### config.mk
export PLATFORM = sky130hd
export DESIGN_NAME = dcache_responder_flat
export DESIGN_NICKNAME = d
export VERILOG_FILES = /design/src/rtl/dcache_responder_if.sv /design/src/rtl/dcache_responder.sv /design/src/flat_wrapper.sv
export SDC_FILE = /design/constraint.sdc
export NUM_CORES = 1
export LEC_CHECK = 0
export BUFFER_PORTS_ARGS = -buffer_cell sky130_fd_sc_hd__buf_2
export CORE_MARGIN = 3
export CORE_UTILIZATION = 35
export DETAILED_ROUTE_END_ITERATION = 10
export HOLD_SLACK_MARGIN = 0.05
export SLEW_MARGIN = 10
export SYNTH_ARGS = -nofsm -noshare
export SYNTH_HDL_FRONTEND = slang
export SYNTH_SLANG_ARGS = --single-unit
### constraint.sdc
create_clock -name clk -period 6.8 [get_ports clk]
set_input_delay 0.34 -clock clk [delete_from_list [all_inputs] [get_ports clk]]
set_output_delay 0.34 -clock clk [all_outputs]
set_load 0.01 [all_outputs]
### src/rtl/dcache_responder_if.sv
// Backing-memory request/acknowledge bus between the data-cache responder and memory.
// master = responder side, slave = memory side.
interface dcache_responder_if;
   logic        mem_req;
   logic        mem_we;
   logic [31:0] mem_addr;
   logic [31:0] mem_wdata;
   logic [3:0]  mem_byte_en;
   logic        mem_ack;
   logic [31:0] mem_rdata;

   modport master (
      output mem_req,
      output mem_we,
      output mem_addr,
      output mem_wdata,
      output mem_byte_en,
      input  mem_ack,
      input  mem_rdata
   );

   modport slave (
      input  mem_req,
      input  mem_we,
      input  mem_addr,
      input  mem_wdata,
      input  mem_byte_en,
      output mem_ack,
      output mem_rdata
   );
endinterface

### src/rtl/dcache_responder.sv
// Direct-mapped, write-through, no-write-allocate word cache serving EX-stage loads/stores.
// Define DCACHE_STATS_EN to build the saturating hit/miss counters and their ports.
module dcache_responder #(
   parameter int unsigned LINES = 16
) (
   input  logic                clk,
   input  logic                reset,
   input  logic                i_req_valid,
   input  logic                i_req_we,
   input  logic [3:0]          i_req_byte_en,
   input  logic [31:0]         i_req_addr,
   input  logic [31:0]         i_req_wdata,
   output logic [31:0]         o_rdata,
   output logic                o_stall,
`ifdef DCACHE_STATS_EN
   output logic [31:0]         o_hit_count,
   output logic [31:0]         o_miss_count,
`endif
   dcache_responder_if.master  mem_bus
);
   localparam int unsigned IDX_W = $clog2(LINES);
   localparam int unsigned TAG_W = 30 - IDX_W;

   typedef enum logic [1:0] {StIdle, StFill, StWrite} state_e;

   state_e           r_state, w_state_next;
   logic [LINES-1:0] r_valid;
   logic [TAG_W-1:0] r_tag  [LINES];
   logic [31:0]      r_data [LINES];
   logic [31:0]      r_rdata;
   logic             r_mem_req;
   logic             r_mem_we;
   logic [31:0]      r_mem_addr;
   logic [31:0]      r_mem_wdata;
   logic [3:0]       r_mem_byte_en;

   logic [IDX_W-1:0] w_idx;
   logic [IDX_W-1:0] w_fill_idx;
   logic [TAG_W-1:0] w_tag;
   logic             w_hit;
   logic             w_load_hit;
   logic             w_start_fill;
   logic             w_start_write;
   logic             w_done;
   logic             w_stall;
   logic [31:0]      w_merged;
   logic             w_unused;

   assign w_idx      = i_req_addr[IDX_W+1:2];
   assign w_tag      = i_req_addr[31:IDX_W+2];
   assign w_fill_idx = r_mem_addr[IDX_W+1:2];
   assign w_hit      = i_req_valid & r_valid[w_idx] & (r_tag[w_idx] == w_tag);
   assign w_load_hit = (r_state == StIdle) & w_hit & ~i_req_we;
   assign w_unused   = ^i_req_addr[1:0];

   always_comb begin
      for (int b = 0; b < 4; b++) begin
         w_merged[8*b +: 8] = i_req_byte_en[b] ? i_req_wdata[8*b +: 8] : r_data[w_idx][8*b +: 8];
      end
   end

   always_comb begin
      w_state_next  = r_state;
      w_stall       = 1'b0;
      w_start_fill  = 1'b0;
      w_start_write = 1'b0;
      w_done        = 1'b0;
      unique case (r_state)
         StIdle: begin
            if (i_req_valid & ~i_req_we & ~w_hit) begin
               w_state_next = StFill;
               w_stall      = 1'b1;
               w_start_fill = 1'b1;
            end else if (i_req_valid & i_req_we & (|i_req_byte_en)) begin
               w_state_next  = StWrite;
               w_stall       = 1'b1;
               w_start_write = 1'b1;
            end
         end
         StFill, StWrite: begin
            // Ack cycle releases the stall so the pipeline advances on the completing edge
            if (mem_bus.mem_ack) begin
               w_state_next = StIdle;
               w_done       = 1'b1;
            end else begin
               w_stall = 1'b1;
            end
         end
         default: w_state_next = StIdle;
      endcase
   end

   assign o_stall = reset & w_stall;

   always_ff @(posedge clk or negedge reset) begin
      if (!reset) begin
         r_state       <= StIdle;
         r_valid       <= '0;
         r_rdata       <= '0;
         r_mem_req     <= 1'b0;
         r_mem_we      <= 1'b0;
         r_mem_addr    <= '0;
         r_mem_wdata   <= '0;
         r_mem_byte_en <= '0;
      end else begin
         r_state <= w_state_next;
         if (w_load_hit) r_rdata <= r_data[w_idx];
         if (w_start_fill) begin
            r_mem_req  <= 1'b1;
            r_mem_we   <= 1'b0;
            r_mem_addr <= {i_req_addr[31:2], 2'b00};
         end
         if (w_start_write) begin
            r_mem_req     <= 1'b1;
            r_mem_we      <= 1'b1;
            r_mem_addr    <= {i_req_addr[31:2], 2'b00};
            r_mem_wdata   <= i_req_wdata;
            r_mem_byte_en <= i_req_byte_en;
         end
         if (w_done) r_mem_req <= 1'b0;
         if (w_done && (r_state == StFill)) begin
            r_valid[w_fill_idx] <= 1'b1;
            r_rdata             <= mem_bus.mem_rdata;
         end
      end
   end

   // Tag/data arrays need no reset: the valid bits gate every use
   always_ff @(posedge clk) begin
      if (w_done && (r_state == StFill)) begin
         r_tag[w_fill_idx]  <= r_mem_addr[31:IDX_W+2];
         r_data[w_fill_idx] <= mem_bus.mem_rdata;
      end else if (w_start_write && w_hit) begin
         r_data[w_idx] <= w_merged;
      end
   end

   assign o_rdata             = r_rdata;
   assign mem_bus.mem_req     = r_mem_req;
   assign mem_bus.mem_we      = r_mem_we;
   assign mem_bus.mem_addr    = r_mem_addr;
   assign mem_bus.mem_wdata   = r_mem_wdata;
   assign mem_bus.mem_byte_en = r_mem_byte_en;

`ifdef DCACHE_STATS_EN
   logic [31:0] r_hit_count;
   logic [31:0] r_miss_count;

   always_ff @(posedge clk or negedge reset) begin
      if (!reset) begin
         r_hit_count  <= '0;
         r_miss_count <= '0;
      end else begin
         if (w_load_hit && (r_hit_count != 32'hFFFF_FFFF)) r_hit_count <= r_hit_count + 32'd1;
         if (w_start_fill && (r_miss_count != 32'hFFFF_FFFF)) begin
            r_miss_count <= r_miss_count + 32'd1;
         end
      end
   end

   assign o_hit_count  = r_hit_count;
   assign o_miss_count = r_miss_count;
`endif
endmodule

### src/flat_wrapper.sv
// flat-port wrapper written by rule: the top's interface ports become plain ports
module dcache_responder_flat 
#(
   parameter int unsigned LINES = 16
)
  (clk, reset, i_req_valid, i_req_we, i_req_byte_en, i_req_addr, i_req_wdata, o_rdata, o_stall, mem_bus_mem_req, mem_bus_mem_we, mem_bus_mem_addr, mem_bus_mem_wdata, mem_bus_mem_byte_en, mem_bus_mem_ack, mem_bus_mem_rdata);
  dcache_responder_if mem_bus_i ();
  input  logic clk;
  input  logic reset;
  input  logic i_req_valid;
  input  logic i_req_we;
  input  logic [3:0] i_req_byte_en;
  input  logic [31:0] i_req_addr;
  input  logic [31:0] i_req_wdata;
  output logic [31:0] o_rdata;
  output logic o_stall;
  output wire logic [$bits(mem_bus_i.mem_req)-1:0] mem_bus_mem_req;
  output wire logic [$bits(mem_bus_i.mem_we)-1:0] mem_bus_mem_we;
  output wire logic [$bits(mem_bus_i.mem_addr)-1:0] mem_bus_mem_addr;
  output wire logic [$bits(mem_bus_i.mem_wdata)-1:0] mem_bus_mem_wdata;
  output wire logic [$bits(mem_bus_i.mem_byte_en)-1:0] mem_bus_mem_byte_en;
  input wire logic [$bits(mem_bus_i.mem_ack)-1:0] mem_bus_mem_ack;
  input wire logic [$bits(mem_bus_i.mem_rdata)-1:0] mem_bus_mem_rdata;
  assign mem_bus_mem_req = mem_bus_i.mem_req;
  assign mem_bus_mem_we = mem_bus_i.mem_we;
  assign mem_bus_mem_addr = mem_bus_i.mem_addr;
  assign mem_bus_mem_wdata = mem_bus_i.mem_wdata;
  assign mem_bus_mem_byte_en = mem_bus_i.mem_byte_en;
  assign mem_bus_i.mem_ack = mem_bus_mem_ack;
  assign mem_bus_i.mem_rdata = mem_bus_mem_rdata;
  dcache_responder #(.LINES(LINES)) u_core (.clk(clk), .reset(reset), .i_req_valid(i_req_valid), .i_req_we(i_req_we), .i_req_byte_en(i_req_byte_en), .i_req_addr(i_req_addr), .i_req_wdata(i_req_wdata), .o_rdata(o_rdata), .o_stall(o_stall), .mem_bus(mem_bus_i));
endmodule
==> flow_metrics.tcl <==
set metrics [dict create \
    status "complete, no violations" \
    start_kind "primary input" \
    fp-row-count 127 \
    drtIter0Drc 2237 \
    crit_required_ns 7.10 \
    io_pins 208 \
    ant_nets 0 \
    rsz0062_at_grt "no" \
    endpoint_kind "flip-flop" \
    hold_depth 3 \
    synth.distinct_cells 54 \
    crit_arrival_ns 5.03 \
    synthMuxAreaShare_pct 17.94 \
    grt_usage_pct 17.11 \
    synthCells 2201 \
    drt_pre_antenna_iters 5 \
    slew_violations 0 \
    synth_fa_ha_area_share_pct 0.08839 \
    dieArea_um2 125500 \
    syn_avg_cell_area_um2 19.29 \
    r2r_start "u_core.r_tag[11][8]" \
    numCtsBuffers 107 \
    r2r_end "u_core.r_data[5][28]" \
    cts_hold_buf 75 \
    ir_worst_vdd_uv 211.7 \
    slew_headroom_pct 24.70 \
    endpoint "u_core.r_data[5][28]" \
    cts.sinks 1046 \
    h-tree-depth 3 \
    synth_simple_gate_area_share_pct 4.579 \
    place_area_um2 45640 \
    tritoncts "done" \
    async_reset_ff_share_pct 11.28 \
    reg2reg_setup_slack_ns 2.25 \
    worst_slew_pin_slew_ns 1.129 \
    yosysWarnings 0 \
    core_um2 120100 \
    ys_ff_latch 1046 \
    crit_start "i_req_addr[3]" \
    grt_pass1_wl_um 158700 \
    grt_pass1_vias 23240 \
    reg2regPathDepth 10 \
    start_util_pct 35.35 \
    io_buffers 203 \
    finClkSkew_ns 0.03008 \
    cts_buffer_depth 3 \
    post_cts.repair.setup_buffers 0 \
    holdWs_ns 0.09755 \
    wl_per_cell_um 25.60 \
    syn2layout_area_growth_pct 17.36 \
    clk_pin_slew_worst_paths_ns 0.06 \
    remaining_drc_errors 0 \
    fmax_mhz 211.5 \
    nets 2618 \
    path_max_fanout 98 \
    layout-drive-gt1-share_pct 30.96 \
    num_vias 22550 \
    synth_edf_count 928 \
    maxCapViolations 0 \
    clk_latency_ns 0.68 \
    die_width_um 354.3 \
    synth_area_um2 42460 \
    grt_max_degree 99 \
    hold_viol 0 \
    routed_wl_um 107900 \
    leakagePower_nw 16.95 \
    cts_root_buffer "clkbuf_16" \
    path_class "in2reg" \
    setup_viol 0 \
    viasPerCell 5.347 \
    fin_crit_sh_pct 69.53 \
    antenna_found_initial 6 \
    final_area_um2 49840 \
    die_h_um 354.3 \
    dp_hpwl_um 58840 \
    yosysSeqAreaShare_pct 72.58 \
    fill_cells 10650 \
    synth_top_family_by_area "multiplexers" \
    synthFlopType "edfxtp_1" \
    synthXorXnorAreaFrac_pct 0.7013 \
    hold_path.class "in2reg" \
    finalSetupTns_ns 0 \
    gp_congestion 0.8079 \
    power_density_nw_per_um2 331.9 \
    overflow 0 \
    ctsResizeCount 0 \
    synth_compound_area_share_pct 2.398 \
    min_period_ns 4.728 \
]
[area by class of cell]
type / instances / area, µm² / area share, %
repair buffers: 336 / 2271 / 4.557
well taps: 1612 / 2017 / 4.047
clock inverters: 55 / 549.3 / 1.102
flip-flops and latches: 1046 / 30820 / 61.84
multi-input cells: 996 / 11200 / 22.47
diodes: 2 / 5.005 / 0.01004
clock buffers: 147 / 2889 / 5.797
inverters: 23 / 86.33 / 0.1732
[state kept, by name, indices dropped and copies added (netlist names)]
register and count:
u_core.r_tag 416, u_core.r_valid 16, u_core.mem_bus.mem_we 1, u_core.mem_bus.mem_req 1, u_core.mem_bus.mem_addr 30, u_core.mem_bus.mem_wdata 32
u_core.mem_bus.mem_byte_en 4, u_core.r_data 512, u_core.o_rdata 32, u_core.r_state 2
[synth_stat cells (2+ instances only)]
master,n,area share (%)
ha_1,3,0.088
nand2_1,259,2.3
or2_2,7,0.10
o2111ai_1,4,0.082
nand4b_1,2,0.041
buf_1,18,0.16
buf_6,6,0.16
o311ai_0,2,0.041
o21ai_0,6,0.071
nor2b_1,6,0.088
xor2_1,10,0.21
and4b_1,3,0.071
nand3_1,96,1.1
a22oi_1,3,0.053
nand2b_1,20,0.29
mux2i_1,41,0.97
nor2_1,19,0.17
a311o_1,30,0.71
mux4_2,272,14
clkbuf_1,79,0.70
dfrtp_1,118,7.0
xnor2_1,24,0.50
a221oi_1,7,0.14
buf_2,22,0.26
a21oi_1,5,0.059
mux2_1,8,0.21
nor3b_1,2,0.035
nand4_1,4,0.059
a2111oi_0,3,0.062
inv_1,22,0.19
buf_4,11,0.19
o31ai_1,17,0.30
mux2_2,88,2.3
and2_1,3,0.044
edfxtp_1,928,66
o21a_1,2,0.035
and3_1,4,0.059
nor3_1,4,0.047
o2111a_1,28,0.74
[placed cells by master, fill, tap and decap left out, types with 8 or more instances in the layout]
| cell | count |
|---|---|
| mux4_2 | 272 |
| nand2b_1 | 20 |
| dfrtp_1 | 118 |
| inv_1 | 22 |
| buf_4 | 57 |
| mux2_1 | 8 |
| mux2i_1 | 41 |
| xor2_1 | 10 |
| o31ai_4 | 16 |
| nand2_1 | 257 |
| clkinv_1 | 18 |
| clkbuf_16 | 108 |
| edfxtp_1 | 928 |
| nor2_1 | 13 |
| bufinv_16 | 8 |
| xnor2_1 | 24 |
| clkbuf_1 | 35 |
| a311o_1 | 30 |
| dlygate4sd3_1 | 75 |
| o2111a_1 | 28 |
| mux2_2 | 88 |
| clkinv_2 | 19 |
| buf_2 | 198 |
| nand3_1 | 95 |
[critical path, stage by stage]
cell and delay (ns):
buf_8 0.64, buf_4 0.68, mux4_2 0.40, mux4_2 0.55
xnor2_1 0.24, nand3_1 0.12, and4b_1 0.35, nand4_1 0.32
buf_12 0.37, o31ai_4 0.30, buf_4 0.57
[worst min-delay path by stage]
stage	end	slack (ns)	startpoint
after floorplan	u_core.mem_bus.mem_addr[10]	0.04	reset
after global placement	u_core.o_rdata[11]	0.26	reset
after detailed placement	u_core.mem_bus.mem_wdata[11]	0.27	reset
after CTS	u_core.mem_bus.mem_req	0.05	i_req_valid
after global routing	u_core.mem_bus.mem_req	0.08	i_req_valid
final	u_core.mem_bus.mem_byte_en[2]	0.1	i_req_byte_en[2]
[where the power goes]
group          leakage [nW]  internal (W)  switching [W]
sequential             9.76       0.00790       0.000641
combinational          5.52      0.000931        0.00134
clock                  1.67       0.00329        0.00243
total                  16.9        0.0121        0.00442
[logic make-up after synthesis]
group,count (synthesis)
compound gates,112
xor+xnor,34
fa+ha+maj,3
buf+inv,160
flops,1046
mux,409
other cells,1
simple gates,436
[per-layer routing]
metal	part of all wire, %	global-route usage (%)	up-vias
met5	0.0093	0	-
met4	2.0	4.060	2
met3	7.2	3.119	149
met2	48	27.57	854
met1	43	24.22	12000
li1	-	-	9547
[per-stage QoR]
stage | setup slack, ns | std cells | util, % | total power [W]
floorplan | 0.8649 | 2202 | - | 0.009794
global placement | 1.508 | 3938 | 38.00 | 0.01081
detailed placement | 1.447 | 3938 | 38.00 | 0.01094
CTS | 2.167 | 4215 | 41.48 | 0.01670
global route | 1.935 | 4215 | 41.48 | 0.01724
finish | 2.072 | 4217 | 41.49 | 0.01654
Power figures use the tool's default switching activity.
